--- src/rtl/btn_event_decoder.sv ---
// -----------------------------------------------------------------------------
// btn_event_decoder
//   Classifies a clean, debounced, clk-synchronous button level into
//   single-cycle event pulses (short, long, double, optional auto-repeat)
//   plus a "held" level. Downstream logic never has to time presses itself.
//
//   Optional feature macro: BTN_AUTO_REPEAT_EN
//     defined   -> repeat_pulse fires every RPT_TICKS ticks while in long hold
//     undefined -> repeat_pulse is tied 0, no repeat logic is built
//
// Ports
//   clk          in   system clock
//   rst_n        in   asynchronous active-low reset
//   btn_level    in   debounced button level, 1 = pressed
//   short_pulse  out  one-cycle pulse: short press
//   long_pulse   out  one-cycle pulse: press reached LONG_TICKS
//   double_pulse out  one-cycle pulse: second short press inside double window
//   repeat_pulse out  one-cycle pulse: auto-repeat (0 without the macro)
//   held         out  high while in a pressed state
// -----------------------------------------------------------------------------
module btn_event_decoder #(
  parameter int TICK_DIV   = 100000,
  parameter int LONG_TICKS = 800,
  parameter int DBL_TICKS  = 250,
  parameter int RPT_TICKS  = 100
) (
  input  logic clk,
  input  logic rst_n,
  input  logic btn_level,
  output logic short_pulse,
  output logic long_pulse,
  output logic double_pulse,
  output logic repeat_pulse,
  output logic held
);

  localparam int MAX_LD = (LONG_TICKS > DBL_TICKS) ? LONG_TICKS : DBL_TICKS;
  localparam int MAX_T  = (MAX_LD > RPT_TICKS) ? MAX_LD : RPT_TICKS;
  localparam int TW     = $clog2(TICK_DIV);
  localparam int CW     = $clog2(MAX_T + 1);

  localparam logic [TW-1:0] TICK_LAST = TW'(TICK_DIV - 1);
  localparam logic [CW-1:0] LONG_C    = CW'(LONG_TICKS);
  localparam logic [CW-1:0] DBL_C     = CW'(DBL_TICKS);
`ifdef BTN_AUTO_REPEAT_EN
  localparam logic [CW-1:0] RPT_C     = CW'(RPT_TICKS);
`endif

  typedef enum logic [2:0] {
    S_IDLE,
    S_PRESS,
    S_LONGH,
    S_WAIT,
    S_PRESS2
  } state_t;

  state_t          state, state_nx;
  logic            btn_prev;
  logic [TW-1:0]   tick_cnt;
  logic [CW-1:0]   cnt;
  logic            long_pend, long_pend_nx;
  logic            restart;
  logic            short_nx, long_nx, dbl_nx, rpt_nx;
  logic            rise, fall;

  assign rise = btn_level & ~btn_prev;
  assign fall = ~btn_level & btn_prev;

  always_comb begin
    state_nx     = state;
    short_nx     = 1'b0;
    long_nx      = 1'b0;
    dbl_nx       = 1'b0;
    rpt_nx       = 1'b0;
    long_pend_nx = 1'b0;
    restart      = 1'b0;
    case (state)
      S_IDLE: begin
        if (rise) state_nx = S_PRESS;
      end
      S_PRESS: begin
        if (fall) begin
          if (DBL_TICKS == 0) begin
            state_nx = S_IDLE;
            short_nx = 1'b1;
          end else begin
            state_nx = S_WAIT;
          end
        end else if (cnt == LONG_C) begin
          state_nx = S_LONGH;
          long_nx  = 1'b1;
        end
      end
      S_LONGH: begin
        // long_pend holds the deferred long_pulse of the PRESS2 path; the
        // repeat period is measured from that pulse, so restart the counters.
        if (long_pend) begin
          long_nx = 1'b1;
          restart = 1'b1;
        end
        if (fall) begin
          state_nx = S_IDLE;
        end
`ifdef BTN_AUTO_REPEAT_EN
        else if (!long_pend && cnt == RPT_C) begin
          rpt_nx  = 1'b1;
          restart = 1'b1;
        end
`endif
      end
      S_WAIT: begin
        if (rise) begin
          state_nx = S_PRESS2;
        end else if (cnt == DBL_C) begin
          state_nx = S_IDLE;
          short_nx = 1'b1;
        end
      end
      S_PRESS2: begin
        if (fall) begin
          state_nx = S_IDLE;
          dbl_nx   = 1'b1;
        end else if (cnt == LONG_C) begin
          state_nx     = S_LONGH;
          short_nx     = 1'b1;
          long_pend_nx = 1'b1;
        end
      end
      default: state_nx = S_IDLE;
    endcase
  end

  always_ff @(posedge clk or negedge rst_n) begin
    if (!rst_n) begin
      state        <= S_IDLE;
      btn_prev     <= 1'b1;
      tick_cnt     <= '0;
      cnt          <= '0;
      long_pend    <= 1'b0;
      short_pulse  <= 1'b0;
      long_pulse   <= 1'b0;
      double_pulse <= 1'b0;
      held         <= 1'b0;
    end else begin
      state        <= state_nx;
      btn_prev     <= btn_level;
      long_pend    <= long_pend_nx;
      short_pulse  <= short_nx;
      long_pulse   <= long_nx;
      double_pulse <= dbl_nx;
      held         <= (state_nx == S_PRESS) || (state_nx == S_LONGH) ||
                      (state_nx == S_PRESS2);
      if ((state_nx != state) || restart) begin
        tick_cnt <= '0;
        cnt      <= '0;
      end else if (tick_cnt == TICK_LAST) begin
        tick_cnt <= '0;
        if (cnt != '1) cnt <= cnt + CW'(1);
      end else begin
        tick_cnt <= tick_cnt + TW'(1);
      end
    end
  end

`ifdef BTN_AUTO_REPEAT_EN
  always_ff @(posedge clk or negedge rst_n) begin
    if (!rst_n) repeat_pulse <= 1'b0;
    else        repeat_pulse <= rpt_nx;
  end
`else
  assign repeat_pulse = 1'b0;
`endif

endmodule

--- config.mk ---
export PLATFORM = sky130hd
export DESIGN_NAME = btn_event_decoder
export DESIGN_NICKNAME = d
export VERILOG_FILES = /design/src/rtl/btn_event_decoder.sv
export SDC_FILE = /design/constraint.sdc
export NUM_CORES = 1
export LEC_CHECK = 0
export CORE_MARGIN = 2
export CORE_UTILIZATION = 50
export CTS_BUF_LIST = sky130_fd_sc_hd__clkbuf_4 sky130_fd_sc_hd__clkbuf_8
export CTS_CLUSTER_SIZE = 16
export DETAILED_ROUTE_END_ITERATION = 8
export PLACE_DENSITY = 0.68
export SYNTH_ARGS = -nofsm -noshare
export SYNTH_HDL_FRONTEND = slang
export SYNTH_SLANG_ARGS = --single-unit
--- constraint.sdc ---
create_clock -name clk -period 5.71 [get_ports clk]
set_input_delay 0.8565 -clock clk [delete_from_list [all_inputs] [get_ports clk]]
set_output_delay 0.8565 -clock clk [all_outputs]
set_load 0.05 [all_outputs]
Word-level counts from Yosys, hierarchy flattened
Cells that the tools add are included.
{"block": "classes", "addsub": 2, "multipliers": 0, "div_mod_pow": 0, "order_cmp": 0, "eq_ne": 12, "shift": 0, "muxes": 24, "bitwise": 4, "reduce_logical": 7}
{"operator": "$mux W17", "n": 2}
{"operator": "$mux W10", "n": 3}
{"operator": "$mux W3", "n": 7}
{"operator": "$add A17 B1 Y17 const B", "n": 1}
{"operator": "$eq A17 B17 Y1 const B", "n": 1}
{"operator": "$pmux W3 S5", "n": 1}
{"operator": "$add A10 B1 Y10 const B", "n": 1}
{"operator": "$eq A10 B10 Y1 const B", "n": 1}
{"operator": "$eq A10 B8 Y1 const B", "n": 1}
{"operator": "$ne A10 B10 Y1 const B", "n": 1}
{"operator": "$eq A3 B2 Y1 const B", "n": 3}
{"operator": "$mux W1", "n": 9}
{"operator": "$eq A3 B1 Y1 const B", "n": 2}
{"operator": "$eq A3 B3 Y1 const B", "n": 2}
{"operator": "$pmux W1 S2", "n": 2}
{"operator": "$reduce_bool A2 Y1", "n": 2}
{"operator": "$logic_not A3 Y1", "n": 1}
{"operator": "$logic_or A1 B1 Y1", "n": 3}
{"operator": "$ne A3 B3 Y1", "n": 1}
{"operator": "$and A1 B1 Y1", "n": 2}
{"operator": "$not A1 Y1", "n": 2}
{"operator": "$reduce_and A2 Y1", "n": 1}
{"block": "totals", "ff_bits": 36, "latch_bits": 0, "mem_bits_rw": 0, "rom_bits": 0, "in_bits": 3, "out_inout_bits": 5, "word_cells": 58, "memories": 0}

Logic depth before layout (Yosys ltp)
{"block": "logic_depth", "depth_word": 8, "depth_mapped": 8, "mapped_depth_nobuf": 7}

Worst setup path after synthesis
OpenSTA, ideal clock, no wires.
{"block": "synth_path", "path_type": "input port to flip-flop", "start": "in btn_level", "end": "reg tick_cnt[16]", "setup_time_ps": 122, "arrival_ps": 2023, "t_required_ps": 5588, "slack_ps": 3565, "path_stages": 5, "path_buffers": 1, "path_cell_list": "or2b_2 -> and3_2 -> a211oi_4 -> buf_6 -> nor3_2"}
{"block": "synth_via", "elab_chain_cells": 7, "elab_cells_between_ends": 12, "cone_classes": "eq/ne: 1; mux: 7; bitwise: 3; reduce/logical: 1"}
{"element": "start: declaration", "line_no": "29", "text": "input logic btn_level,"}
{"element": "$not A1 Y1", "line_no": "67", "text": "assign fall = ~btn_level & btn_prev;"}
{"element": "$and A1 B1 Y1", "line_no": "67"}
{"element": "$mux W3, on equally long branches", "line_no": "120, 101, 82"}
{"element": "$pmux W3 S5 *", "line_no": "77", "text": "case (state)"}
{"element": "$ne A3 B3 Y1 *", "line_no": "153", "text": "if ((state_nx != state) || restart) begin"}
{"element": "$logic_or A1 B1 Y1 *", "line_no": "153"}
{"element": "$mux W17 *", "line_no": "153"}
{"element": "end signal: assignment", "line_no": "160", "text": "tick_cnt <= tick_cnt + TW'(1);"}
{"element": "end: declaration", "line_no": "59", "text": "logic [TW-1:0] tick_cnt;"}
Mark *: on every way between the ends. The rest lies on a longest branch, timed or not.
A chain may end at the register's enable or synchronous reset.

Worst setup path after layout
{"block": "layout_path", "start": "in btn_level", "end": "reg cnt[4]"}
{"block": "layout_via", "elab_chain_cells": 8, "elab_cells_between_ends": 15, "cone_classes": "eq/ne: 1; mux: 7; bitwise: 3; reduce/logical: 4"}
{"element": "$not A1 Y1", "line_no": "67"}
{"element": "$and A1 B1 Y1", "line_no": "67"}
{"element": "$mux W3, on equally long branches", "line_no": "120, 101, 82"}
{"element": "$pmux W3 S5 *", "line_no": "77"}
{"element": "$ne A3 B3 Y1 *", "line_no": "153"}
{"element": "$logic_or A1 B1 Y1 *", "line_no": "153"}
{"element": "$reduce_bool A2 Y1 (no source line)"}
{"element": "$reduce_and A2 Y1 (no source line)"}
{"element": "end signal: assignment", "line_no": "158", "text": "if (cnt != '1) cnt <= cnt + CW'(1);"}
{"element": "end: declaration", "line_no": "60", "text": "logic [CW-1:0] cnt;"}
Marks and branches as above.

==> results.cfg <==
[timing]
max_slew_margin = 0.4680
setup_violations = 0
setup_tns_ns = 0
skew_ns = 0.007898
clock.fmax_mhz = 391.6
rsz0062_at_grt = no
period_share = 0.4472
final_hold_viol_count = 0
worstMarginPinSlew_ns = 0.7981
slew_viol_final = 0
post-route-worst-setup-slack_ns = 3.157
post-route-min-period_ns = 2.553

[die]
dieArea_sq_mm = 0.005052
fp.dieW_um = 71.08
core_area_sq_mm = 0.004354
num_rows = 24
die-height_um = 71.08
ios = 8
start_util = 0.5167

[critical_path]
cp_max_fo = 27
worstSetupPathType = input port to flop
critPathLaunchType = input port
worstPathArrival_ns = 2.71
end_kind = flop
critPathRequiredTime_ns = 5.87

[finish]
drive_gt1_frac = 0.2091
antenna_cells = 0
syn_to_final_growth_pct = 5.562
nets = 226

[synth]
synth_top_area_cell = dfrtp_1
synth_area_leaders = dfrtp_1 (39%), nor3_2 (7.1%), xnor2_1 (5.5%)
syn-instance-count = 217
synth.net_count = 224
synth_warnings = 0
syn_area_per_cell_sq_um = 10.37
synth-edff-count = 0
synth_seq_area_share = 0.4010
ys_seq_elements = 36
syn_area_sq_mm = 0.002250
synth_common_cells = dfrtp_1 (35), nor3_1 (20), nor3_2 (16)
yosysMostFrequentCell = dfrtp_1
synth-async-reset-ratio = 1.000
synthFlopType = dfrtp_1
synth_top_area_frac = 0.3893
synth.distinct_cells = 52

[detailed_routing]
antenna_left = 0
first_iter_violations = 153
routedWlPerCell_um = 14.97
drcViolationCount = 0
wl_um = 4073
via_per_inst = 5.761
dr.pass1.iters = 4
num_vias = 1567

[clocking]
cts_sinks = 36
root_buffer = clkbuf_8
htree_levels = 2
post_cts_resize_count = 0
cts_buffers = 5
clkTransAtPathRegs_ns = 0.07
tritoncts = done
clk_latency_ns = 0.29
cts_buffer_depth = 2
cts_hold_buf = 0
cts_setup_buffers = 0

[power]
p_per_area_mw_per_mm2 = 323.7
vdd_drop_max_uv = 158.7
p_leak_nw = 0.9805

[outcome]
status = completed

[placement]
finalWeightedCongestion = 0.8318
portBuffers = 6
pre_cts_slack_ns = 2.852
hpwl_um = 2786

[grt]
grt_max_degree = 37
first_global_vias = 1494
antenna_found_initial = 0
grt.total_usage = 0.1828
grt-ovfl-total = 0
grt_pass1_wl_um = 7293

[job]
drv_cap = 0

[min_path]
hp-class = flop to flop
-- final cells by class --
| cell class | count | area [sq um] |
|---|---|---|
| Timing Repair Buffer | 7 | 62.56 |
| Tap cell | 52 | 65.06 |
| Inverter | 8 | 30.03 |
| Fill cell | 385 | 1979 |
| Sequential cell | 36 | 902.1 |
| Clock inverter | 1 | 7.507 |
| Multi-Input combinational cell | 161 | 1217 |
| Clock buffer | 7 | 90.09 |
-- registers in the layout, summed over array words and instances (netlist names) --
signal / flops
btn_prev: 1
cnt: 10
double_pulse: 1
held: 1
long_pend: 1
long_pulse: 1
short_pulse: 1
state: 3
tick_cnt: 17
-- cell usage in the layout, fill, tap and decap left out, drive strengths merged, types with 2 or more instances in the layout --
cell,synthesis,routed
a211oi,2,2
a21oi,7,7
and2,2,2
and2b,2,2
and3,7,7
and4,3,3
buf,8,2
clkbuf,4,7
clkdlybuf4s50,0,5
dfrtp,35,35
ha,4,4
inv,8,8
nand2,10,10
nand2b,4,4
nand3,16,16
nand3b,2,2
nand4,9,9
nor2,6,6
nor2b,2,2
nor3,36,36
nor3b,5,5
nor4b,2,2
o21ai,4,4
o22ai,2,2
or3b,2,2
xnor2,14,14
xor2,10,10
-- metrics by stage --
step	power (mW)	utilization	instances	instance area (sq um)	hold slack [ns]
6_report	0.7687	0.5454	272	2375	0.5069
5_1_grt	0.8134	0.5454	272	2375	0.5530
4_1_cts	0.7755	0.5454	272	2375	0.5066
3_5_place_dp	0.5781	0.5230	264	2277	0.4957
3_3_place_gp	0.5775	0.5230	264	2277	0.4915
2_1_floorplan	0.5466	-	217	2250	0.4689
-- cells by family (layout without fill, tap and decap cells) --
group | count (synthesis) | after routing | share of synthesized area
compound gates | 19 | 19 | 0.07064
other cells | 1 | 1 | 0.001667
fa+ha+maj | 4 | 4 | 0.02225
buf+inv | 20 | 23 | 0.05784
flops | 36 | 36 | 0.4010
xor+xnor | 24 | 24 | 0.09344
mux | 1 | 1 | 0.004450
simple gates | 112 | 112 | 0.3487
-- critical path: stages --
cell	delay (ns)
clkdlybuf4s50_1	0.57
or2b_2	0.34
and3_2	0.24
a211oi_4	0.21
buf_4	0.37
nor3_1	0.11
-- path summary, 6_finish.rpt --
kind,from,endpoint,slack (ns),cells after the start
hold / removal,tick_cnt[0],tick_cnt[0],0.51,1
setup / recovery,btn_level,cnt[4],3.16,6
hold reg to reg,tick_cnt[0],tick_cnt[0],0.51,1
min in group asynchronous,rst_n,cnt[1],0.64,1
max in group asynchronous,rst_n,state[0],4.55,1
setup reg to reg,cnt[0],cnt[4],3.61,8
-- layer usage --
layer	global-route usage	part of all wire	up-vias
met5	0	0	-
met4	0.06289	0.016	0
met3	0.04701	0.032	7
met2	0.2721	0.45	25
met1	0.2600	0.50	765
li1	-	-	770
-- power by group --
part           leakage [nW]  internal (mW)  switching [mW]  total (mW)
sequential            0.492          0.277          0.0361       0.313
combinational         0.441         0.0814           0.179       0.260
clock                0.0479          0.103          0.0929       0.196
Power figures use the tool's default switching activity.
